## src/rtl/ad7656_cfg_writer.sv

```systemverilog
// AD7656 control-word writer: optional ADC reset, bus request/grant, then CS_n/WR_n write strobes.
// Optional macro AD7656_CFG_RESET_EN builds the RST_PULSE/RST_WAIT reset phase ahead of each write.
module ad7656_cfg_writer #(
  parameter int T_RST_PULSE = 10,
  parameter int T_RST_WAIT  = 50,
  parameter int T_CS_SETUP  = 2,
  parameter int T_WR_LOW    = 3,
  parameter int T_HOLD      = 2,
  parameter int NUM_WRITES  = 1
) (
  input  logic        sys_clk_i,
  input  logic        rst_n_i,
  input  logic        cfg_req_i,
  input  logic [15:0] cfg_word_i,
  output logic        cfg_busy_o,
  output logic        cfg_done_o,
  output logic        bus_req_o,
  input  logic        bus_gnt_i,
  output logic        adc_reset_o,
  output logic        cs_n_o,
  output logic        wr_n_o,
  output logic [15:0] db_o,
  output logic        db_oe_o
);

  // Handshake: bus_req_o rises on entering REQ_BUS and stays high until RELEASE;
  // a high bus_gnt_i seen in REQ_BUS starts the write, later grant changes are ignored.
  typedef enum logic [3:0] {
    IDLE, RST_PULSE, RST_WAIT, REQ_BUS, CS_SETUP, WR_LOW, WR_HOLD, RELEASE, DONE
  } state_t;

`ifdef AD7656_CFG_RESET_EN
  localparam logic [7:0] RSTP_LAST = 8'(((T_RST_PULSE < 1) ? 1 : T_RST_PULSE) - 1);
  localparam logic [7:0] RSTW_LAST = 8'(((T_RST_WAIT  < 1) ? 1 : T_RST_WAIT)  - 1);
`endif
  localparam logic [7:0] CS_LAST   = 8'(((T_CS_SETUP  < 1) ? 1 : T_CS_SETUP)  - 1);
  localparam logic [7:0] WR_LAST   = 8'(((T_WR_LOW    < 1) ? 1 : T_WR_LOW)    - 1);
  localparam logic [7:0] HOLD_LAST = 8'(((T_HOLD      < 1) ? 1 : T_HOLD)      - 1);
  localparam logic [2:0] NW        = 3'((NUM_WRITES < 1) ? 1 : (NUM_WRITES > 4) ? 4 : NUM_WRITES);

  state_t      state_q, state_d;
  logic [7:0]  cnt_q, cnt_d;
  logic [2:0]  wr_cnt_q, wr_cnt_d;
  logic [15:0] word_q, word_d;
  logic        busy_q, busy_d, done_q, done_d, bus_req_q, bus_req_d;
  logic        adc_reset_q, adc_reset_d, cs_n_q, cs_n_d, wr_n_q, wr_n_d, db_oe_q, db_oe_d;
  logic [15:0] db_q, db_d;
  logic        drive;

  always_ff @(posedge sys_clk_i or negedge rst_n_i) begin
    if (!rst_n_i) begin
      state_q     <= IDLE;
      cnt_q       <= 8'd0;
      wr_cnt_q    <= 3'd0;
      word_q      <= 16'h0000;
      busy_q      <= 1'b0;
      done_q      <= 1'b0;
      bus_req_q   <= 1'b0;
      adc_reset_q <= 1'b0;
      cs_n_q      <= 1'b1;
      wr_n_q      <= 1'b1;
      db_q        <= 16'h0000;
      db_oe_q     <= 1'b0;
    end else begin
      state_q     <= state_d;
      cnt_q       <= cnt_d;
      wr_cnt_q    <= wr_cnt_d;
      word_q      <= word_d;
      busy_q      <= busy_d;
      done_q      <= done_d;
      bus_req_q   <= bus_req_d;
      adc_reset_q <= adc_reset_d;
      cs_n_q      <= cs_n_d;
      wr_n_q      <= wr_n_d;
      db_q        <= db_d;
      db_oe_q     <= db_oe_d;
    end
  end

  always_comb begin
    state_d  = state_q;
    cnt_d    = cnt_q;
    wr_cnt_d = wr_cnt_q;
    word_d   = word_q;
    case (state_q)
      IDLE: begin
        if (cfg_req_i) begin
          word_d = cfg_word_i;
          cnt_d  = 8'd0;
`ifdef AD7656_CFG_RESET_EN
          state_d = RST_PULSE;
`else
          state_d = REQ_BUS;
`endif
        end
      end
`ifdef AD7656_CFG_RESET_EN
      RST_PULSE: begin
        if (cnt_q == RSTP_LAST) begin
          cnt_d   = 8'd0;
          state_d = RST_WAIT;
        end else cnt_d = cnt_q + 8'd1;
      end
      RST_WAIT: begin
        if (cnt_q == RSTW_LAST) begin
          cnt_d   = 8'd0;
          state_d = REQ_BUS;
        end else cnt_d = cnt_q + 8'd1;
      end
`endif
      REQ_BUS: begin
        if (bus_gnt_i) begin
          cnt_d    = 8'd0;
          wr_cnt_d = 3'd0;
          state_d  = CS_SETUP;
        end
      end
      CS_SETUP: begin
        if (cnt_q == CS_LAST) begin
          cnt_d   = 8'd0;
          state_d = WR_LOW;
        end else cnt_d = cnt_q + 8'd1;
      end
      WR_LOW: begin
        if (cnt_q == WR_LAST) begin
          cnt_d   = 8'd0;
          state_d = WR_HOLD;
        end else cnt_d = cnt_q + 8'd1;
      end
      WR_HOLD: begin
        if (cnt_q == HOLD_LAST) begin
          cnt_d    = 8'd0;
          wr_cnt_d = wr_cnt_q + 3'd1;
          // Repeat writes keep CS_n low by looping straight back to CS_SETUP.
          state_d  = (wr_cnt_d < NW) ? CS_SETUP : RELEASE;
        end else cnt_d = cnt_q + 8'd1;
      end
      RELEASE: state_d = DONE;
      DONE:    state_d = IDLE;
      default: state_d = IDLE;
    endcase
  end

  // Outputs are registered from the next state so they line up with state_q.
  always_comb begin
    drive     = (state_d == CS_SETUP) || (state_d == WR_LOW) || (state_d == WR_HOLD);
    busy_d    = (state_d != IDLE) && (state_d != DONE);
    done_d    = (state_d == DONE);
    bus_req_d = drive || (state_d == REQ_BUS);
    cs_n_d    = !drive;
    wr_n_d    = (state_d != WR_LOW);
    db_oe_d   = drive;
    db_d      = drive ? word_d : 16'h0000;
`ifdef AD7656_CFG_RESET_EN
    adc_reset_d = (state_d == RST_PULSE);
`else
    adc_reset_d = 1'b0;
`endif
  end

  assign cfg_busy_o  = busy_q;
  assign cfg_done_o  = done_q;
  assign bus_req_o   = bus_req_q;
  assign adc_reset_o = adc_reset_q;
  assign cs_n_o      = cs_n_q;
  assign wr_n_o      = wr_n_q;
  assign db_o        = db_q;
  assign db_oe_o     = db_oe_q;

endmodule

```

## config.mk

```make
export PLATFORM = sky130hd
export DESIGN_NAME = ad7656_cfg_writer
export DESIGN_NICKNAME = d
export VERILOG_FILES = /design/src/rtl/ad7656_cfg_writer.sv
export SDC_FILE = /design/constraint.sdc
export NUM_CORES = 1
export LEC_CHECK = 0
export CAP_MARGIN = 5
export CORE_MARGIN = 1
export CORE_UTILIZATION = 35
export DETAILED_ROUTE_END_ITERATION = 10
export GPL_TIMING_DRIVEN = 0
export HOLD_SLACK_MARGIN = 0.08
export SYNTH_ARGS = -nofsm -noshare
export SYNTH_HDL_FRONTEND = slang
export SYNTH_SLANG_ARGS = --single-unit
export TNS_END_PERCENT = 10
```

## constraint.sdc

```tcl
create_clock -name sys_clk_i -period 2.57 [get_ports sys_clk_i]
set_input_delay 0.514 -clock sys_clk_i [delete_from_list [all_inputs] [get_ports sys_clk_i]]
set_output_delay 0.514 -clock sys_clk_i [all_outputs]
set_load 0.02 [all_outputs]
```

==> qor.yml <==
grt:
  grt_usage_pct: 15.02
  overflow: 0
  grt_pass1_wl_um: 7596
  grt_antenna_before_repair: 0
  first_global_vias: 1639
  grt_max_degree: 37
clocking:
  htreeDepth: 2
  cts_tree: "done"
  cts.clk_slew.worst_paths_ns: 0.09
  cts_setup_buffers: 0
  cts_root_buf: "clkbuf_8"
  clockBufferDepth: 2
  clk_latency_ns: 0.30
  cts_sinks: 53
  cts_buffers: 5
timing:
  fin_crit_sh_pct: 89.79
  period_needed_ns: 2.308
  rsz0062_at_grt: "false"
  fmaxAchievable_mhz: 433.3
  drv_slew: 0
  slew_headroom_pct: 52.85
  finalHoldViolCount: 0
  tightest_slew_ns: 0.6999
  skew_ns: 0.006749
  setup_viol: 0
  hold_slack_ns: 0.1454
floorplanning:
  die_width_um: 82.51
  initial_core_util_pct: 37.21
  core_mm2: 0.006096
  ios: 43
  dieArea_mm2: 0.006807
  die_h_um: 82.51
  row_count: 28
setup_path:
  slowest_stage: "or4_4"
  end_kind: "flop"
  r2r-end: "db_o[11]"
  critPathMaxFanout: 10
  reg2reg_slack_ns: 0.26
  critPathRequiredTime_ns: 2.76
  arrival_ns: 2.50
  path_class: "flop to flop"
  r2r_cells: 7
  crit_path_start_kind: "flop"
  cp_slowest_stage_delay_ns: 0.51
  reg2reg_from: "wr_cnt_q[0]"
  path_cells: "ha_1 > xnor2_1 > and3_1 > or4_4 > a32oi_4 > buf_6 > nor2_1"
power:
  powerDensity_mw_per_mm2: 1133
  p_leak_nw: 1.270
  ir_worst_vdd_v: 0.0005742
logic_synthesis:
  netlist-cell-type-count: 41
  syn_inst: 200
  synthTopCellsByArea: "dfrtp_1, mux2_2, nand2_1"
  yosys.area_share.simple_pct: 17.76
  synthArstFlopShare_pct: 100.0
  yosysTopAreaCell: "dfrtp_1"
  post-synth-top-count-cell: "dfrtp_1"
  synth_top_family_by_area: "simple AND/OR/NAND/NOR gates"
  synth_compound_area_share_pct: 9.322
  avgSynthCellArea_um2: 11.34
  synth_nets: 224
  synth_common_cells: "dfrtp_1, nand2_1, nor2_1"
  synth-edff-count: 0
  synthAdderAreaFrac_pct: 2.206
  yosysSeqAreaShare_pct: 58.58
  synth_ff_type: "dfrtp_1"
  syn_area_mm2: 0.002268
  ys_ff_latch: 53
  ys.warnings.count: 0
  synth_xor_area_share_pct: 1.158
  yosysTopAreaCellShare_pct: 56.26
  muxShareOfSynthArea_pct: 7.943
layout:
  fin_area_mm2: 0.002884
  antenna_cells: 0
  fin_nets: 273
  area_growth_syn_to_layout_pct: 27.14
  drive_above_1_share_pct: 14.46
routing:
  drcViolationCount: 0
  antenna_left: 0
  drt-pass1-iter-count: 4
  wl_per_cell_um: 13.68
  detail_route.wirelength_um: 4433
  drt-vias-per-instance: 4.898
  drt_iter0_drc: 106
  vias: 1587
placed_design:
  place_hpwl_um: 3152
  placed_cell_area_mm2: 0.002788
  port_buffers: 41
  gp_congestion: 0.7205
flow_run:
  maxCapViolCount: 0
status:
  status: "finished clean"
hold_path:
  hold_path.class: "input port to asynchronous set/reset pin"
-- critical path, delay by kind of cell (launching register included) --
family,cells,cell delay (ns)
simple gates,3,0.76
compound gates,1,0.43
flops,1,0.41
fa+ha+maj,1,0.24
buf+inv,1,0.20
xor+xnor,1,0.15
-- state kept, by name, indices dropped and copies added, names as in the netlist --
| register | cells |
|---|---|
| wr_cnt_q | 3 |
| db_o | 16 |
| cnt_q | 8 |
| word_q | 16 |
| cs_n_o | 1 |
| wr_n_o | 1 |
| cfg_busy_o | 1 |
| bus_req_o | 1 |
| state_q | 4 |
| cfg_done_o | 1 |
| db_oe_o | 1 |
-- layout by cell type, fill, tap and decap left out, drive strengths merged, types with 3 or more instances in the layout --
cell type	netlist	routed
o21ai	10	10
clkbuf	4	11
nand3	8	8
a21oi	4	4
mux2	16	16
inv	7	7
nor3b	4	4
ha	4	4
nand2b	3	3
nand2	28	28
nor2	21	21
nand4	3	3
dfrtp	51	51
buf	3	5
clkdlybuf4s50	0	40
nor2b	3	3
a31oi	4	4
-- final cells by class --
| type | count | area, um2 |
|---|---|---|
| Multi-Input combinational cell | 133 | 884.6 |
| Fill cell | 595 | 3212 |
| Timing Repair Buffer | 42 | 425.4 |
| Clock buffer | 7 | 86.33 |
| Buffer | 7 | 38.79 |
| Sequential cell | 53 | 1329 |
| Inverter | 7 | 26.28 |
| Tap cell | 75 | 93.84 |
-- what timing repair did --
action | CTS | global route
hold buffers | 0 | 0
gates resized for setup | 0 | 2
setup endpoints to repair | 0 | 12
-- kinds of logic (layout without fill, tap and decap cells) --
kind of cell | count (synthesis) | count (layout)
multiplexers | 16 | 16
AO/OA/AOI/OAI | 30 | 30
XOR/XNOR | 3 | 3
other | 1 | 1
AND/OR/NAND/NOR | 79 | 79
flip-flops | 53 | 53
adder cells (fa/ha/maj) | 4 | 4
buffers and inverters | 14 | 63
-- worst max-delay path by stage --
stage                     slack (ns)   startpoint  cells after the start          end
after floorplan                 0.50  wr_cnt_q[0]                      7     db_o[10]
after global routing            0.05   state_q[0]                      7      db_o[8]
final                           0.26  wr_cnt_q[0]                      7     db_o[11]
after global placement         -0.63      rst_n_i                      1  wr_cnt_q[0]
after detailed placement       -0.21    bus_gnt_i                      6     db_o[11]
after CTS                       0.12    bus_gnt_i                      6     db_o[11]
-- layer usage --
| metal | up-vias | track usage, % | share of wire, % |
|---|---|---|---|
| li1 | 779 | - | - |
| met1 | 766 | 19.23 | 45 |
| met2 | 38 | 24.05 | 48 |
| met3 | 4 | 4.725 | 6.0 |
| met4 | 0 | 5.172 | 1.1 |
| met5 | - | 0 | 0 |
-- through the flow --
step                      instances  total power [mW]  setup WS (ns)  utilization [%]  setup TNS (ns)
after global placement          316             2.786        -0.6281            45.48          -32.68
after global routing            324             3.523        0.04887            47.31               0
after floorplan                 200             2.282         0.5011                -               0
after detailed placement        317             2.825        -0.2125            45.73          -1.599
final                           324             3.268         0.2623            47.31               0
after CTS                       324             3.307         0.1198            47.15               0
-- power by group --
part           leakage, nW  internal [mW]  switching (mW)  total, mW
combinational        0.548          0.675           0.815       1.49
clock               0.0443          0.214           0.254      0.468
sequential           0.677           1.17           0.144       1.31
total                 1.27           2.06            1.21       3.27
Note: power is estimated with default switching activity, not from simulation.
